## config.mk

```make
export PLATFORM = sky130hd
export DESIGN_NAME = spi_txn_arbiter
export DESIGN_NICKNAME = d
export VERILOG_FILES = /design/src/rtl/spi_arb_pkg.sv /design/src/rtl/spi_arb_rr_pick.sv /design/src/rtl/spi_txn_arbiter.sv
export SDC_FILE = /design/constraint.sdc
export NUM_CORES = 1
export LEC_CHECK = 0
export CAP_MARGIN = 30
export CORE_AREA = 2 2 99 101
export DETAILED_ROUTE_END_ITERATION = 10
export DIE_AREA = 0 0 101 103
export PLACE_DENSITY = 0.87
export SYNTH_ARGS = -nofsm -noshare
export SYNTH_HDL_FRONTEND = slang
export SYNTH_SLANG_ARGS = --single-unit
```

## constraint.sdc

```tcl
create_clock -name clk_i -period 4.8 [get_ports clk_i]
set_input_delay 0.48 -clock clk_i [delete_from_list [all_inputs] [get_ports clk_i]]
set_output_delay 0.48 -clock clk_i [all_outputs]
set_load 0.01 [all_outputs]
```

## src/rtl/spi_arb_pkg.sv

```systemverilog
// rtl/spi_arb_pkg.sv - shared types and widths for the SPI transaction arbiter
package spi_arb_pkg;

    typedef enum logic [2:0] {
        ST_IDLE,
        ST_GRANT,
        ST_START,
        ST_WAIT,
        ST_DONE
    } arb_state_e;

    localparam int TRANS_CTRL_W = 32;
    localparam int MAX_REQ      = 8;
    // ptr/owner are sized for the largest supported requester count
    localparam int PTR_W        = $clog2(MAX_REQ);

endpackage

```

## src/rtl/spi_arb_rr_pick.sv

```systemverilog
// rtl/spi_arb_rr_pick.sv - combinational round-robin picker, first set request at or after ptr
module spi_arb_rr_pick
    import spi_arb_pkg::*;
#(
    parameter int N = 4
) (
    input  logic [N-1:0]     req_i,
    input  logic [PTR_W-1:0] ptr_i,
    output logic             valid_o,
    output logic [PTR_W-1:0] owner_o
);

    logic [MAX_REQ-1:0] req_pad;
    assign req_pad = MAX_REQ'(req_i);

    function automatic logic [PTR_W-1:0] wrap_add(input logic [PTR_W-1:0] p, input int off);
        int s;
        s = int'(p) + off;
        if (s >= N) begin
            s = s - N;
        end
        return PTR_W'(s);
    endfunction

    // Scan from the farthest offset down so the nearest hit wins
    always_comb begin
        valid_o = 1'b0;
        owner_o = '0;
        for (int i = N - 1; i >= 0; i--) begin
            if (req_pad[wrap_add(ptr_i, i)]) begin
                valid_o = 1'b1;
                owner_o = wrap_add(ptr_i, i);
            end
        end
    end

endmodule

```

## src/rtl/spi_txn_arbiter.sv

```systemverilog
// rtl/spi_txn_arbiter.sv - round-robin owner arbitration and start/done sequencing for the SPI master
// Optional watchdog on the WAIT state: define SPI_ARB_TIMEOUT_EN.
module spi_txn_arbiter
    import spi_arb_pkg::*;
#(
    parameter int g_num_req        = 4,
    parameter int g_timeout_cycles = 4096
) (
    input  logic                              clk_i,
    input  logic                              reset_n_i,
    input  logic [g_num_req-1:0]              req_i,
    input  logic [g_num_req-1:0]              lock_i,
    input  logic [TRANS_CTRL_W*g_num_req-1:0] req_ctrl_i,
    output logic [g_num_req-1:0]              gnt_o,
    output logic [g_num_req-1:0]              done_o,
    output logic [g_num_req-1:0]              err_o,
    output logic [TRANS_CTRL_W-1:0]           trans_ctrl_o,
    output logic                              trans_start_o,
    input  logic                              trans_done_i,
    output logic                              spi_busy_o
);

    arb_state_e                state_q;
    logic [PTR_W-1:0]          ptr_q;
    logic [PTR_W-1:0]          owner_q;
    logic [g_num_req-1:0]      gnt_q;
    logic [g_num_req-1:0]      done_q;
    logic [g_num_req-1:0]      err_q;
    logic [TRANS_CTRL_W-1:0]   trans_ctrl_q;
    logic                      trans_start_q;

    logic                      pick_valid;
    logic [PTR_W-1:0]          pick_owner;
    logic [g_num_req-1:0]      pick_oh;
    logic [g_num_req-1:0]      owner_oh;
    logic [MAX_REQ-1:0]        req_pad;
    logic [MAX_REQ-1:0]        lock_pad;
    logic [TRANS_CTRL_W-1:0]   ctrl_word [MAX_REQ];

`ifdef SPI_ARB_TIMEOUT_EN
    localparam int TO_W = $clog2(g_timeout_cycles + 1);
    logic [TO_W-1:0] to_cnt_q;
`endif

    spi_arb_rr_pick #(
        .N(g_num_req)
    ) u_pick (
        .req_i  (req_i),
        .ptr_i  (ptr_q),
        .valid_o(pick_valid),
        .owner_o(pick_owner)
    );

    for (genvar k = 0; k < MAX_REQ; k++) begin : g_ctrl
        if (k < g_num_req) begin : g_used
            assign ctrl_word[k] = req_ctrl_i[TRANS_CTRL_W*k +: TRANS_CTRL_W];
        end else begin : g_unused
            assign ctrl_word[k] = '0;
        end
    end

    assign req_pad  = MAX_REQ'(req_i);
    assign lock_pad = MAX_REQ'(lock_i);
    assign pick_oh  = g_num_req'(1) << pick_owner;
    assign owner_oh = g_num_req'(1) << owner_q;

    always_ff @(posedge clk_i or negedge reset_n_i) begin
        if (!reset_n_i) begin
            state_q       <= ST_IDLE;
            ptr_q         <= '0;
            owner_q       <= '0;
            gnt_q         <= '0;
            done_q        <= '0;
            err_q         <= '0;
            trans_ctrl_q  <= '0;
            trans_start_q <= 1'b0;
`ifdef SPI_ARB_TIMEOUT_EN
            to_cnt_q      <= '0;
`endif
        end else begin
            done_q        <= '0;
            err_q         <= '0;
            trans_start_q <= 1'b0;
            case (state_q)
                ST_IDLE: begin
                    if (pick_valid) begin
                        owner_q      <= pick_owner;
                        gnt_q        <= pick_oh;
                        trans_ctrl_q <= ctrl_word[pick_owner];
                        state_q      <= ST_GRANT;
                    end
                end
                ST_GRANT: begin
                    trans_start_q <= 1'b1;
                    state_q       <= ST_START;
                end
                ST_START: begin
`ifdef SPI_ARB_TIMEOUT_EN
                    to_cnt_q <= '0;
`endif
                    state_q  <= ST_WAIT;
                end
                ST_WAIT: begin
                    if (trans_done_i) begin
                        done_q  <= owner_oh;
                        state_q <= ST_DONE;
                    end
`ifdef SPI_ARB_TIMEOUT_EN
                    else if (to_cnt_q == TO_W'(g_timeout_cycles - 1)) begin
                        err_q   <= owner_oh;
                        state_q <= ST_DONE;
                    end else begin
                        to_cnt_q <= to_cnt_q + TO_W'(1);
                    end
`endif
                end
                ST_DONE: begin
                    // err_q is only high in DONE after a timeout, which voids the lock
                    if (err_q == '0 && lock_pad[owner_q] && req_pad[owner_q]) begin
                        trans_ctrl_q  <= ctrl_word[owner_q];
                        trans_start_q <= 1'b1;
                        state_q       <= ST_START;
                    end else begin
                        gnt_q   <= '0;
                        ptr_q   <= (owner_q == PTR_W'(g_num_req - 1)) ? '0 : owner_q + PTR_W'(1);
                        state_q <= ST_IDLE;
                    end
                end
                default: state_q <= ST_IDLE;
            endcase
        end
    end

    assign gnt_o         = gnt_q;
    assign done_o        = done_q;
    assign err_o         = err_q;
    assign trans_ctrl_o  = trans_ctrl_q;
    assign trans_start_o = trans_start_q;
    assign spi_busy_o    = (state_q != ST_IDLE);

endmodule
```

* Yosys cells after proc, flatten, opt, wreduce, memory -nomap -nowiden
Index checks and enable logic that the tools add are counted. W data, S select, Z words.
Word-level totals: bits in registers 50, word-level logic and storage cells 94, bits of input ports 139, output and inout bits 46
Cells by class: add/subtract/negate cells 8, bitwise logic cells 3, magnitude comparators 11, mux-type cells 45, shift-type cells 2, eq/ne operators 9, reduce and logical (&&, ||, !) cells 9
Operator list (number):
- $bmux W32 S3 | 2
- $mux W32 | 6
- $pmux W32 S2 | 1
- $mux W3 | 11
- $lt A3 B4 Y1 const B | 5
- $bmux W1 S3 | 6
- $mux W4 | 4
- $pmux W3 S5 | 1
- $ge A4 B3 Y1 const B | 3
- $sub A3 B3 Y3 const B | 4
- $mux W1 | 11
- $eq A3 B2 Y1 const B | 3
- $add A3 B2 Y4 const B | 2
- $ge A4 B4 Y1 const B | 2
- $ne A2 B2 Y1 const B | 4
- $not A3 Y4 | 2
- $pmux W4 S2 | 1
- $shl A1 B3 Y4 const A | 2
- $reduce_and A2 Y1 | 3
- $reduce_and A3 Y1 | 2
- $add A3 B1 Y4 const B | 1
- $add A3 B1 Y3 const B | 1
- $eq A3 B1 Y1 const B | 1
- $eq A3 B3 Y1 const B | 1
- other kinds (8) | 8

* Longest topological paths before layout
depth after elaboration 15, gate-level depth with buffers 13, depth with buffers taken out 8

* Modules after synthesis
A second synthesis with hierarchy kept.
Second synthesis, totals: cell total of the unflattened synthesis 300, area total of the unflattened synthesis 4259.1 sq um
Modules (own cells, without submodules):
- spi_txn_arbiter | area an instance 3948.8 sq um, cells each 263, times used 1
- spi_arb_rr_pick | area an instance 310.3 sq um, cells each 37, times used 1

* Worst setup path before layout
No wires, ideal clock.
kind reg-to-reg, from register ptr_q[0], to register trans_ctrl_q[0], in the netlist trans_ctrl_o[0], cell stages (with the launch flop) 14, setup slack 2.078 ns, arrival time 2.584 ns, path through dfrtp_1 -> buf_2 -> buf_2 -> inv_1 -> ha_1 -> buf_2 -> or3b_1 -> a21o_1 -> a32oi_1 -> a211oi_2 -> buf_4 -> buf_6 -> mux2i_1 -> o221ai_1
On the way: word-level cells in the longest chain between the ends 15, elaborated cells between the ends (all ways) 39
RTL lines:
- start, declared | RTL line spi_txn_arbiter.sv:24 | logic [PTR_W-1:0] ptr_q;
- start signal, assigned | RTL line spi_txn_arbiter.sv:125 | ptr_q <= (owner_q == PTR_W'(g_num_req - 1)) ? '0 : owner_q + PTR_W'(1);
- $add A3 B2 Y4 | RTL line spi_arb_rr_pick.sv:18 | s = int'(p) + off;
- $ge A4 B3 Y1 or $sub A3 B3 Y3 (tied branches) | RTL line spi_arb_rr_pick.sv:19, spi_arb_rr_pick.sv:20
- $mux W3 | RTL line spi_arb_rr_pick.sv:19 | if (s >= N) begin
- $bmux W1 S3 | RTL line spi_arb_rr_pick.sv:30 | if (req_pad[wrap_add(ptr_i, i)]) begin
- $mux W1 (implied by the code) | RTL line spi_arb_rr_pick.sv:30
- $mux W3 (4 in series) | RTL line spi_arb_rr_pick.sv:30
- $not A3 Y4 (implied by the code) | RTL line spi_txn_arbiter.sv:89 | trans_ctrl_q <= ctrl_word[pick_owner];
- $bmux W32 S3 | RTL line spi_txn_arbiter.sv:89
- $mux W32 (implied by the code) (2 in series) | RTL line spi_txn_arbiter.sv:89
- $mux W32 | RTL line spi_txn_arbiter.sv:86 | if (pick_valid) begin
- $pmux W32 S2 | RTL line spi_txn_arbiter.sv:84 | case (state_q)
- end signal, assigned | RTL line spi_txn_arbiter.sv:89
- end signal, assigned | RTL line spi_txn_arbiter.sv:120 | trans_ctrl_q <= ctrl_word[owner_q];
- end, declared | RTL line spi_txn_arbiter.sv:29 | logic [TRANS_CTRL_W-1:0] trans_ctrl_q;
Several ways; a longest one is shown, not always the timed one. The select of a mux whose other input is x is not followed. A chain may end at the register's enable or synchronous reset.

* Final worst setup path
from register ptr_q[0], to register trans_ctrl_q[5], in the netlist trans_ctrl_o[5]
The elaborated chain is that of the path after synthesis.

==> results.py <==
metrics = {
    "synth": {
        "yosysUniqueCellTypes": 42,
        "yosysWarnings": 0,
        "synth_top_area_frac": 0.290,
        "synth.avg_cell_area_um2": 11.3,
        "syn_area_um2": 4320,
        "synth_area_leader_cell": "dfrtp_1",
        "synth_flop_cell": "dfrtp_1",
        "synth_area_leaders": "dfrtp_1 (29%), mux2i_1 (23%), mux4_2 (18%)",
        "ys_ff_latch": 50,
        "ys_seq_area_frac": 0.290,
        "async_flop_share": 1.00,
        "synth_cells": 381,
        "synth_edf_count": 0,
    },
    "route": {
        "drtIter0Drc": 137,
        "wirelength_mm": 13.2,
        "routed-via-count": 4016,
        "drt-wirelength-per-cell_um": 20.1,
        "via_per_inst": 6.12,
        "drc": 0,
        "ant_nets": 0,
        "firstDrtPassIters": 4,
    },
    "sta": {
        "final_hold_viol_count": 0,
        "finalSetupTns_ns": 0,
        "period_minus_slack_ns": 3.46,
        "grt_setup_unrepaired": "no",
        "finalCritPeriodShare": 0.722,
        "fmax_mhz": 289,
        "finalSetupViolations": 0,
        "relSlewSlack": 0.383,
        "fin_ws_ns": 1.34,
        "final_max_slew_viol_count": 0,
        "timing_worst_slew_pin_value_ns": 0.925,
        "fin_worst_skew_ns": 0.00911,
        "hold_slack_ns": 0.288,
    },
    "die": {
        "die-area_um2": 10400,
        "rows": 36,
        "die_w_um": 101,
        "fp.dieH_um": 103,
        "io_pins": 185,
        "coreArea_um2": 9460,
        "start_util": 0.456,
    },
    "layout": {
        "num-fill-cells": 741,
        "area_growth_pct": 44.7,
        "antenna_cells": 0,
        "finalNonFillerCells": 656,
        "nNetsFinal": 686,
        "regArea_um2": 1250,
        "mostFrequentLayoutCell": "clkdlybuf4s50_1",
        "layout_common_cells": "clkdlybuf4s50_1 (179), mux2i_1 (99), dfrtp_1 (48)",
        "drive_gt1_frac": 0.103,
        "multi_input_area_um2": 2830,
    },
    "place": {
        "dp_worst_setup_slack_ns": 1.37,
        "place_inst": 648,
        "globalplace.congestion": 0.897,
        "dp_hpwl_mm": 9.70,
        "io_buffers": 180,
    },
    "flow_run": {
        "max-cap-violations": 0,
    },
    "clock_tree": {
        "hold_buffers": 0,
        "cts_tree": "yes",
        "ctsResizeCount": 0,
        "htree_levels": 2,
        "clk_pin_slew_ns": 0.09,
        "clock_sinks": 50,
        "post_cts_buffers": 0,
        "root_buffer": "clkbuf_8",
        "clock_latency_ns": 0.30,
        "numCtsBuffers": 5,
        "clockBufferDepth": 2,
    },
    "critical_path": {
        "cp-end-kind": "register",
        "cp_max_fo": 17,
        "required_ns": 4.95,
        "worst-setup-path-type": "reg -> reg",
        "arrival_ns": 3.62,
        "setup.worst_path.start": "ptr_q[0]",
        "startpoint_type": "register",
        "r2r-end": "trans_ctrl_o[5]",
        "endpoint": "trans_ctrl_o[5]",
        "r2r_slack_ns": 1.34,
        "ff2ff_path_depth": 9,
        "reg2reg_from": "ptr_q[0]",
    },
    "worst_hold_path": {
        "hold_class": "in -> async",
    },
    "global_route": {
        "grt_pass1_vias": 4192,
        "antenna_found_initial": 0,
        "grt_max_degree": 69,
        "grt.overflow.total": 0,
        "grtUsageTotal": 0.245,
        "grt_pass1_wl_mm": 20.2,
    },
    "pwr": {
        "pwr_density_cell_nw_per_um2": 583,
        "p_leak_uw": 0.00270,
        "max-vdd-ir-drop_mv": 0.522,
    },
    "status": {
        "status": "finished, final reports clean",
    },
}
## layer usage
| metal | vias to the layer above | part of all wire | global-route usage |
|---|---|---|---|
| li1 | 1804 | - | - |
| met1 | 2039 | 0.40 | 0.303 |
| met2 | 155 | 0.53 | 0.453 |
| met3 | 18 | 0.053 | 0.0278 |
| met4 | 0 | 0.018 | 0.0728 |
| met5 | - | 0 | 0 |
## final cells by class
type                       count  area share
multi-input combinational    286       0.453
tap                          114      0.0228
clock inverter                 1     0.00481
inverter                      11     0.00661
clock buffer                   7      0.0122
timing repair buffer         187       0.300
sequential                    50       0.201
## kinds of logic after synthesis
| group | after synthesis | synth area share |
|---|---|---|
| AND/OR/NAND/NOR | 75 | 0.0977 |
| adder cells (fa/ha/maj) | 6 | 0.0174 |
| flip-flops | 50 | 0.290 |
| buffers and inverters | 48 | 0.0617 |
| multiplexers | 135 | 0.412 |
| AO/OA/AOI/OAI | 66 | 0.120 |
| other | 1 | 0.000869 |
## registers in the layout, indices dropped and copies added, names as in the netlist
| name | flops |
|---|---|
| trans_ctrl_o | 32 |
| done_o | 4 |
| gnt_o | 4 |
| owner_q | 3 |
| ptr_q | 3 |
| state_q | 3 |
| trans_start_o | 1 |
## cells in the mapped netlist, types with 2 or more instances
master      n
o2bb2ai_1   2
clkbuf_1    9
mux4_2     34
ha_1        6
nand2_1     8
inv_1      10
a2bb2o_1    2
a21oi_1    10
o21ai_0     6
nand3_1     2
and3_1      7
nand4_1     3
o221ai_1   32
dfrtp_1    50
nor2b_1    34
buf_4       8
buf_2      15
a311oi_1    2
nor2_1     12
nand2b_1    3
o21ai_1     3
buf_6       5
mux2i_1    99
## where the power goes
| group | total [µW] | switching [µW] | internal, µW |
|---|---|---|---|
| Combinational | 2520 | 1170 | 1350 |
| Sequential | 819 | 208 | 610 |
| Clock | 300 | 144 | 156 |
| Total | 3640 | 1520 | 2120 |
## worst min path at each step
stage,depth (start not counted),start,endpoint,slack [ns]
finish,2,reset_n_i,state_q[1],0.29
global route,2,reset_n_i,ptr_q[0],0.33
CTS,2,reset_n_i,trans_ctrl_o[20],0.31
detailed placement,1,state_q[1],trans_start_o,0.48
global placement,1,state_q[1],trans_start_o,0.47
floorplan,0,reset_n_i,done_o[0],0.18
## critical path, cell delays in order, from the launching register on
cell and delay (ns):
dfrtp_1 0.71, inv_1 0.10, ha_1 0.50, mux4_2 0.35, o21ai_1 0.13, nand4_1 0.21, o211ai_4 0.67, buf_12 0.26
mux2i_1 0.22, o221ai_1 0.14
## per-stage QoR
step / util / cell area, µm² / total power [µW]
after floorplan: - / 4330 / 2580
after global placement: 0.649 / 6140 / 3260
after detailed placement: 0.649 / 6140 / 3340
after CTS: 0.660 / 6240 / 3650
after global routing: 0.660 / 6240 / 3870
final: 0.660 / 6240 / 3640
No activity file was read; power rests on OpenSTA's default activity.
==> RTL change, RTL diff (same flow settings) <==
The parameter `g_num_req` goes from 4 to 2.
--- a/src/rtl/spi_txn_arbiter.sv
+++ b/src/rtl/spi_txn_arbiter.sv
@@ -5,3 +5,3 @@
 #(
-    parameter int g_num_req        = 4,
+    parameter int g_num_req        = 2,
     parameter int g_timeout_cycles = 4096
Ports: changed (6 resized); port bits go from 185 to 111. The function was not compared with the original's and may differ.
==> RTL change against the unedited design <==
Sequential share of layout area is 9.7 points higher; clock power is 18% lower; area after synthesis is 38% lower; setup slack better by 0.013 ns; routed wire length is 36% lower; sequential cell count is 4 lower; design area is 38% lower; total power is 36% lower; non-clock buffer count is 72 lower; critical endpoint is now trans_ctrl_o[28]$_DFFE_PN0P_; largest cell class unchanged; highest routed layer unchanged.
==> RTL change: results (changes against the unedited design) <==
[global_route]
grt_max_degree=36  ; -48%
grt_use_total_pct=15.97  ; -8.6 points
grt_pass1_vias=2594  ; -38%
grt_pass1_wl_mm=13.14  ; -35%

[logic_synthesis]
synth-adder-area-share_pct=2.356  ; +0.62 points
synthXorXnorAreaFrac_pct=0.6598  ; +0.66 points
synth_seq_area_share_pct=43.36  ; +14 points
ys_ff_latch=46  ; -8.0%
synthTopCellsByArea=dfrtp_1, a211oi_1, a31oi_1, nand3_1, o21ai_0
synth_commonest_cells=dfrtp_1, a31oi_1, nand3_1, a211oi_1, o21ai_0

[layout]
num-nonclk-buffers=115  ; -39%
drive_gt1_share_pct=6.702  ; -3.6 points
fin_nets=448  ; -35%
nNonClkInverters=6  ; -5
seq_area_sq_mm=0.001151  ; -8.2%
buffer_area_share_pct=29.76  ; -0.26 points

[placed_design]
gp_congestion=0.8420  ; -6.1%
place_area_sq_mm=0.003769  ; -39%
port_buffers=108  ; -40%
dp_slack_ns=1.368  ; -0.001830 ns
dp.final_hpwl_mm=6.081  ; -37%

[power_and_ir_drop]
ir_drop_mv=0.1779  ; -66%
leakage_nw=1.514  ; -44%
switching_share_pct=43.04  ; +1.2 points

[worst_setup_path]
max_stage_delay_ns=0.62  ; -0.09 ns
critical_path.max_fanout=32  ; +15

[sta]
skew_ns=0.009955  ; +0.0008445 ns

[outcome]
status=finished, final reports clean

[routing]
wl_per_cell_microns=17.26  ; -14%
drt_iter0_markers=146  ; +6.6%
vias=2674  ; -33%

RTL change: through the flow:
| step | power, W | util [%] | std cells |
|---|---|---|---|
| 6_report | 0.002320 | 40.81 | 487 |
| 5_1_grt | 0.002496 | 40.81 | 487 |
| 4_1_cts | 0.002329 | 40.81 | 487 |
| 3_5_place_dp | 0.002078 | 39.84 | 479 |
| 3_3_place_gp | 0.002011 | 39.47 | 477 |
| 2_1_floorplan | 0.001548 | - | 285 |
RTL change: power by group through the flow:
stage,sequential (W),combinational [W],clock [W]
finish,0.000726,0.00135,0.000246
global route,0.000751,0.00147,0.000272
CTS,0.000725,0.00135,0.000253
detailed placement,0.000733,0.00135,0
global placement,0.000722,0.00129,0
floorplan,0.000752,0.000797,0
RTL change: per-layer routing:
metal	global-route usage (%)	vias up	share of wire [%]	wire length, microns
li1	-	1251	-	-
met1	19.61	1271	42	3504
met2	26.46	141	46	3881
met3	5.356	11	11	883
met4	5.405	0	1.6	136
met5	0	-	0	0
RTL change: path summary, 6_finish.rpt:
check                                startpoint                           end  slack, ns  depth (start not counted)
hold / removal                        reset_n_i  trans_ctrl_o[27]$_DFFE_PN0P_       0.14                          1
hold reg to reg            gnt_o[1]$_DFFE_PN0P_          gnt_o[1]$_DFFE_PN0P_       0.53                          2
setup reg to reg           ptr_q[0]$_DFFE_PN0P_  trans_ctrl_o[28]$_DFFE_PN0P_       1.35                          8
setup / recovery           ptr_q[0]$_DFFE_PN0P_  trans_ctrl_o[28]$_DFFE_PN0P_       1.35                          8
min in group clk_i         gnt_o[1]$_DFFE_PN0P_          gnt_o[1]$_DFFE_PN0P_       0.53                          2
max in group asynchronous             reset_n_i  trans_ctrl_o[19]$_DFFE_PN0P_       4.13                          2
